File: src/rtl/mem_pkg.sv
// mem_pkg: shared constants, state encoding and small helpers for the
// memory-stage engine (mem_access_unit and mem_load_align).
package mem_pkg;

  // Access size encodings carried on EX_MEM_LS_bit (2'b11 behaves as word).
  localparam logic [1:0] LS_WORD = 2'b00;
  localparam logic [1:0] LS_HALF = 2'b01;
  localparam logic [1:0] LS_BYTE = 2'b10;

  typedef enum logic {
    IDLE = 1'b0,
    BUSY = 1'b1
  } mem_state_e;

  // Half accesses need addr[0] clear; word (and 2'b11) need addr[1:0] clear.
  // Byte accesses are always aligned.
  function automatic logic is_misaligned(input logic [1:0] ls_bit,
                                         input logic [1:0] addr_lo);
    logic mis;
    case (ls_bit)
      LS_BYTE: mis = 1'b0;
      LS_HALF: mis = addr_lo[0];
      default: mis = (addr_lo != 2'b00);
    endcase
    return mis;
  endfunction

endpackage

File: src/rtl/mem_load_align.sv
// mem_load_align: combinational load-data aligner.
// Ports:
//   rdata_i   32  raw word returned by memory
//   addr_lo_i  2  byte offset of the access
//   ls_bit_i   2  access size (word/half/byte, 11 = word)
//   ext_op_i   1  1 sign-extend, 0 zero-extend
//   load_o    32  aligned, extended load value
module mem_load_align
  import mem_pkg::*;
(
  input  logic [31:0] rdata_i,
  input  logic [1:0]  addr_lo_i,
  input  logic [1:0]  ls_bit_i,
  input  logic        ext_op_i,
  output logic [31:0] load_o
);

  logic [31:0] sh;

  assign sh = rdata_i >> {addr_lo_i, 3'b000};

  always_comb begin
    load_o = rdata_i;
    case (ls_bit_i)
      LS_BYTE: load_o = {{24{ext_op_i & sh[7]}}, sh[7:0]};
      LS_HALF: load_o = {{16{ext_op_i & sh[15]}}, sh[15:0]};
      default: load_o = rdata_i;
    endcase
  end

endmodule

File: src/rtl/mem_access_unit.sv
// mem_access_unit: memory-stage engine between the EX/MEM and MEM/WB
// pipeline registers. Issues one handshaked data-memory access per
// load/store, stalls upstream while it is outstanding, traps misaligned
// accesses, and writes the retiring instruction into MEM/WB.
// Ports:
//   clock, reset          sole clock, synchronous active-high reset
//   EX_MEM_*              instruction presented by the EX/MEM register
//   mem_req/we/addr/be/wdata  registered memory request (stable while BUSY)
//   mem_ready, mem_rdata  memory completion and read data
//   mem_stall             combinational freeze of PC .. EX/MEM
//   misalign              one-cycle pulse when an access is trapped
//   MEM_WB_*              registered MEM/WB pipeline register
module mem_access_unit
  import mem_pkg::*;
(
  input  logic        clock,
  input  logic        reset,
  input  logic [1:0]  EX_MEM_LS_bit,
  input  logic        EX_MEM_MemtoReg,
  input  logic        EX_MEM_MemWrite,
  input  logic        EX_MEM_RegWrite,
  input  logic        EX_MEM_Ext_op,
  input  logic [63:0] EX_MEM_prod,
  input  logic [31:0] EX_MEM_mux5_out,
  input  logic [31:0] EX_MEM_mux3_out,
  input  logic [5:0]  EX_MEM_mux1_out,
  output logic        mem_req,
  output logic        mem_we,
  output logic [31:0] mem_addr,
  output logic [3:0]  mem_be,
  output logic [31:0] mem_wdata,
  input  logic        mem_ready,
  input  logic [31:0] mem_rdata,
  output logic        mem_stall,
  output logic        misalign,
  output logic        MEM_WB_RegWrite,
  output logic        MEM_WB_MemtoReg,
  output logic [63:0] MEM_WB_prod,
  output logic [31:0] MEM_WB_alu,
  output logic [31:0] MEM_WB_load,
  output logic [5:0]  MEM_WB_dst
);

  mem_state_e  state_q;

  logic        req_q, we_q;
  logic [31:0] addr_q, wdata_q;
  logic [3:0]  be_q;
  logic        misalign_q;

  // Latched copy of the instruction while its access is outstanding.
  logic [1:0]  lat_addr_lo_q, lat_ls_q;
  logic        lat_ext_q, lat_load_q, lat_regwrite_q;
  logic [63:0] lat_prod_q;
  logic [31:0] lat_alu_q;
  logic [5:0]  lat_dst_q;

  logic        wb_regwrite_q, wb_memtoreg_q;
  logic [63:0] wb_prod_q;
  logic [31:0] wb_alu_q, wb_load_q;
  logic [5:0]  wb_dst_q;

  logic        need, misal, issue;
  logic [3:0]  be_d;
  logic [31:0] wdata_d, load_val;

  assign need  = EX_MEM_MemtoReg | EX_MEM_MemWrite;
  assign misal = is_misaligned(EX_MEM_LS_bit, EX_MEM_mux5_out[1:0]);
  assign issue = need & ~misal;

  always_comb begin
    be_d    = 4'b1111;
    wdata_d = EX_MEM_mux3_out;
    case (EX_MEM_LS_bit)
      LS_BYTE: begin
        be_d    = 4'b0001 << EX_MEM_mux5_out[1:0];
        wdata_d = {4{EX_MEM_mux3_out[7:0]}};
      end
      LS_HALF: begin
        be_d    = EX_MEM_mux5_out[1] ? 4'b1100 : 4'b0011;
        wdata_d = {2{EX_MEM_mux3_out[15:0]}};
      end
      default: begin
        be_d    = 4'b1111;
        wdata_d = EX_MEM_mux3_out;
      end
    endcase
  end

  mem_load_align u_align (
    .rdata_i   (mem_rdata),
    .addr_lo_i (lat_addr_lo_q),
    .ls_bit_i  (lat_ls_q),
    .ext_op_i  (lat_ext_q),
    .load_o    (load_val)
  );

  // Stall covers the issuing IDLE cycle and every BUSY cycle without ready;
  // the completing cycle releases the pipeline so EX/MEM advances with it.
  always_comb begin
    mem_stall = 1'b0;
    if (!reset) begin
      if (state_q == IDLE) mem_stall = issue;
      else                 mem_stall = ~mem_ready;
    end
  end

  always_ff @(posedge clock) begin
    if (reset) begin
      state_q        <= IDLE;
      req_q          <= 1'b0;
      we_q           <= 1'b0;
      addr_q         <= '0;
      be_q           <= '0;
      wdata_q        <= '0;
      misalign_q     <= 1'b0;
      lat_addr_lo_q  <= '0;
      lat_ls_q       <= '0;
      lat_ext_q      <= 1'b0;
      lat_load_q     <= 1'b0;
      lat_regwrite_q <= 1'b0;
      lat_prod_q     <= '0;
      lat_alu_q      <= '0;
      lat_dst_q      <= '0;
      wb_regwrite_q  <= 1'b0;
      wb_memtoreg_q  <= 1'b0;
      wb_prod_q      <= '0;
      wb_alu_q       <= '0;
      wb_load_q      <= '0;
      wb_dst_q       <= '0;
    end else begin
      misalign_q <= 1'b0;
      case (state_q)
        IDLE: begin
          if (issue) begin
            lat_addr_lo_q  <= EX_MEM_mux5_out[1:0];
            lat_ls_q       <= EX_MEM_LS_bit;
            lat_ext_q      <= EX_MEM_Ext_op;
            lat_load_q     <= EX_MEM_MemtoReg & ~EX_MEM_MemWrite;
            lat_regwrite_q <= EX_MEM_RegWrite;
            lat_prod_q     <= EX_MEM_prod;
            lat_alu_q      <= EX_MEM_mux5_out;
            lat_dst_q      <= EX_MEM_mux1_out;
            req_q          <= 1'b1;
            we_q           <= EX_MEM_MemWrite;
            addr_q         <= {EX_MEM_mux5_out[31:2], 2'b00};
            be_q           <= EX_MEM_MemWrite ? be_d : 4'b0000;
            wdata_q        <= EX_MEM_MemWrite ? wdata_d : 32'h0;
            wb_regwrite_q  <= 1'b0;
            wb_memtoreg_q  <= 1'b0;
            wb_prod_q      <= '0;
            wb_alu_q       <= '0;
            wb_load_q      <= '0;
            wb_dst_q       <= '0;
            state_q        <= BUSY;
          end else begin
            // Plain pass-through, or a trapped access retiring with no
            // architectural effect (need is only set here when misaligned).
            wb_regwrite_q <= EX_MEM_RegWrite & ~need;
            wb_memtoreg_q <= 1'b0;
            wb_prod_q     <= EX_MEM_prod;
            wb_alu_q      <= EX_MEM_mux5_out;
            wb_load_q     <= '0;
            wb_dst_q      <= EX_MEM_mux1_out;
            misalign_q    <= need;
          end
        end
        BUSY: begin
          if (mem_ready) begin
            wb_regwrite_q <= lat_regwrite_q;
            wb_memtoreg_q <= lat_load_q;
            wb_prod_q     <= lat_prod_q;
            wb_alu_q      <= lat_alu_q;
            wb_load_q     <= lat_load_q ? load_val : 32'h0;
            wb_dst_q      <= lat_dst_q;
            req_q         <= 1'b0;
            we_q          <= 1'b0;
            state_q       <= IDLE;
          end else begin
            wb_regwrite_q <= 1'b0;
            wb_memtoreg_q <= 1'b0;
            wb_prod_q     <= '0;
            wb_alu_q      <= '0;
            wb_load_q     <= '0;
            wb_dst_q      <= '0;
          end
        end
        default: state_q <= IDLE;
      endcase
    end
  end

  assign mem_req         = req_q;
  assign mem_we          = we_q;
  assign mem_addr        = addr_q;
  assign mem_be          = be_q;
  assign mem_wdata       = wdata_q;
  assign misalign        = misalign_q;
  assign MEM_WB_RegWrite = wb_regwrite_q;
  assign MEM_WB_MemtoReg = wb_memtoreg_q;
  assign MEM_WB_prod     = wb_prod_q;
  assign MEM_WB_alu      = wb_alu_q;
  assign MEM_WB_load     = wb_load_q;
  assign MEM_WB_dst      = wb_dst_q;

endmodule

File: config.mk
export PLATFORM = sky130hd
export DESIGN_NAME = mem_access_unit
export DESIGN_NICKNAME = d
export VERILOG_FILES = /design/src/rtl/mem_pkg.sv /design/src/rtl/mem_load_align.sv /design/src/rtl/mem_access_unit.sv
export SDC_FILE = /design/constraint.sdc
export NUM_CORES = 1
export LEC_CHECK = 0
export CAP_MARGIN = 20
export CELL_PAD_IN_SITES_DETAIL_PLACEMENT = 1
export CELL_PAD_IN_SITES_GLOBAL_PLACEMENT = 1
export CORE_AREA = 2 2 186 188
export CTS_BUF_LIST = sky130_fd_sc_hd__clkbuf_8
export DETAILED_ROUTE_END_ITERATION = 10
export DIE_AREA = 0 0 188 190
export PLACE_DENSITY = 0.87
export SKIP_LAST_GASP = 1
export SLEW_MARGIN = 20
export SYNTH_ARGS = -nofsm -noshare
export SYNTH_HDL_FRONTEND = slang
export SYNTH_SLANG_ARGS = --single-unit
export TNS_END_PERCENT = 10
File: constraint.sdc
create_clock -name clock -period 2.25 [get_ports clock]
set_clock_uncertainty 0.15 [all_clocks]
set_input_delay 0.45 -clock clock [delete_from_list [all_inputs] [get_ports clock]]
set_output_delay 0.45 -clock clock [all_outputs]
set_load 0.01 [all_outputs]
==> flow_summary.ini <==
[floorplan]
initial_utilization = 0.3236
row_count = 68
core_area_mm2 = 0.03395
die_w_um = 188
die_area_mm2 = 0.03572
ios = 383
die_h_um = 190

[global_routing]
grt_max_degree = 224
grt_pass1_wl_um = 68090
grtUsageTotal = 0.2363
gr-total-overflow = 0
grt_antenna_before_repair = 1
first_global_vias = 12250

[layout]
area_delta_synth_final_pct = 50.04
finalNonFillerCells = 2210
nets = 1892
drive_above_1_share = 0.08785
final_util = 0.4856

[clock_network]
cts_tree = yes
holdBufCountCts = 0
root_buffer = clkbuf_8
clk-insertion-delay-late_ns = 0.59
clk_pin_slew_ns = 0.06
cts_buffers = 50
numClockSinks = 283
ctsHtreeMaxLevel = 2
clockBufferDepth = 3

[logic_synthesis]
ys_ff_latch = 283
synth_top_family_by_area = simple AND/OR/NAND/NOR gates
avgSynthCellArea_um2 = 8.043
synth_xor_xnor_area_share = 0
yosys_warnings = 0
synthCells = 1366
synth_mux_area_frac = 0.009338
ys_types = 41
seq_area_frac_synth = 0.5157
synth_simple_gate_area_frac = 0.2302
synthAdderAreaFrac = 0.004555
synth-edff-count = 0
synth_compound_area_frac = 0.1816
synthFlopType = dfxtp_1
synthArstFlopShare = 0
synth_area_mm2 = 0.01099

[routing]
drt_first_iter_violations = 639
drtPass1Iterations = 4
vias = 11590
drt-total-wl_um = 43580
wl_per_cell_um = 19.72
viasPerCell = 5.242
drc_errors = 0
postRouteAntennaNets = 0

[pwr]
p_total_w = 0.01303
p_per_area_mw_per_mm2 = 790.7
p_leak_nw = 6.203
vdd_drop_max_mv = 0.3873

[sta]
rsz0062_at_grt = true
tightest_slew_ns = 1.236
slew_violations = 0
relSlewSlack = 0.1759
hold_viol_final = 0
min_period_over_period = 0.9799
fin_crit_ns = 2.205
setup_violations = 0
timing.fmax_mhz = 453.6

[outcome]
outcome = completed

[critical_path]
rr_worst_depth = 6
cpLargestDelayFamily = buffers and inverters
worstPathArrival_ns = 2.54
crit_fanout = 69
r2r-end = lat_alu_q[7]
slowest_delay_ns = 0.45
required_ns = 2.58
critPathLaunchType = primary input
slowest_stage = buf_4
cp.depth = 8
r2r_start = state_q
path_class = primary input to flip-flop
cp-end-kind = flip-flop
worst-path-buf-inv = 3
crit_chain = clkdlybuf4s15_2, ha_4, a21oi_4, o211ai_1, buf_4, buf_12, nand2_1, a21oi_1
r2r_setup_slack_ns = 0.19

[run]
drv_cap = 0

[placement]
numPortBuffers = 380
place_hpwl_um = 28420
place.gp.congestion = 0.8606
dp.cells = 2115

[min_path]
hold_start = EX_MEM_LS_bit[0]
hold_path.class = primary input to flip-flop
hold_end = lat_ls_q[0]
hold_depth = 3
-- worst register-to-register path, stage by stage (launching register included) --
cell	delay [ns]
dfxtp_4	0.35
clkinv_2	0.07
o211ai_1	0.15
buf_4	0.45
buf_12	0.34
nand2_1	0.25
a21oi_1	0.20
-- power by group --
group / switching (W) / internal (W)
logic: 0.00138 / 0.00114
registers: 0.000165 / 0.00534
clock network: 0.00227 / 0.00274
total: 0.00381 / 0.00922
-- logic make-up (layout without fill, tap and decap cells) --
group           count (synthesis)  after routing
simple gates                  567            567
compound gates                351            351
flops                         283            283
buf+inv                       150            536
mux                            10             10
fa+ha+maj                       4              4
other cells                     1              4
-- how the worst max path moves through the flow --
stage                startpoint            to  slack [ns]
2_1_floorplan  EX_MEM_LS_bit[0]     mem_stall        0.02
3_3_place_gp   EX_MEM_LS_bit[0]     mem_stall       -0.89
3_5_place_dp   EX_MEM_LS_bit[0]  mem_wdata[5]       -0.91
4_1_cts        EX_MEM_LS_bit[0]     mem_stall       -0.05
5_1_grt        EX_MEM_LS_bit[1]  lat_alu_q[7]       -0.01
6_report       EX_MEM_LS_bit[1]  lat_alu_q[7]        0.05
-- synth_stat cells, drive strengths merged (8+ instances only) --
library cell,number,area [µm²]
mux2i,8,80.08
nor2b,12,75.07
inv,16,60.05
buf,60,302.8
nor2,20,75.07
a21o,16,120.1
a22o,8,70.07
a32oi,8,77.58
a21oi,252,1261
nand2,278,1044
clkbuf,74,277.8
dfxtp,283,5665
nand3,241,1206
o21ai,32,163.9
a22oi,8,60.06
a221oi,8,70.07
-- layout by cell type, fill, tap and decap left out, types with 8 or more instances in the layout --
cell type	instances
clkdlybuf4s50_1	371
dfxtp_1	282
nand2_1	278
a21oi_1	250
nand3_1	241
clkbuf_8	63
o21ai_0	31
buf_4	30
inv_1	26
nor2_1	19
buf_12	17
a21o_1	16
clkinv_2	13
nor2b_1	12
a22oi_1	8
a22o_1	8
mux2i_1	8
a221oi_1	8
-- through the flow --
step                      setup TNS (ns)  hold WS, ns  worst slack, ns  cell area [µm²]
after global routing            -0.01222      0.01353         -0.01171            16480
final                                  0      0.01633          0.04521            16480
after detailed placement         -138.24       0.2989          -0.9078            15380
after global placement           -125.93       0.2884          -0.8862            15380
after floorplan                        0       0.2866          0.02137            11000
after CTS                       -0.05530      0.07904         -0.05282            16460
-- registers in the layout (all words and copies together) (netlist names), 2 cells and up --
signal / cells
MEM_WB_prod: 64
MEM_WB_alu: 32
lat_dst_q: 6
mem_be: 4
lat_ls_q: 2
lat_alu_q: 31
mem_wdata: 32
MEM_WB_dst: 6
lat_prod_q: 64
MEM_WB_load: 32
-- per-layer routing --
layer / routed length [µm] / track usage
met1: 17700 / 0.2830
met2: 21320 / 0.4015
met3: 2748 / 0.05516
met4: 1822 / 0.1105
met5: 0 / 0
-- area by class of cell --
cell class / instances / area [µm²]
Fill cell: 3927 / 17460
Inverter: 16 / 61.31
Clock buffer: 62 / 853.3
Antenna cell: 2 / 5.005
Tap cell: 455 / 569.3
Sequential cell: 283 / 5669
Timing Repair Buffer: 428 / 4389
Clock inverter: 30 / 197.7
Multi-Input combinational cell: 934 / 4740
-- what timing repair did --
action | 4_1_cts | 5_1_grt
setup endpoints to repair | 114 | 82
pin swaps | 3 | 3
resized for setup | 17 | 8
buffers inserted | 1 | 0
Power figures use the tool's default switching activity.
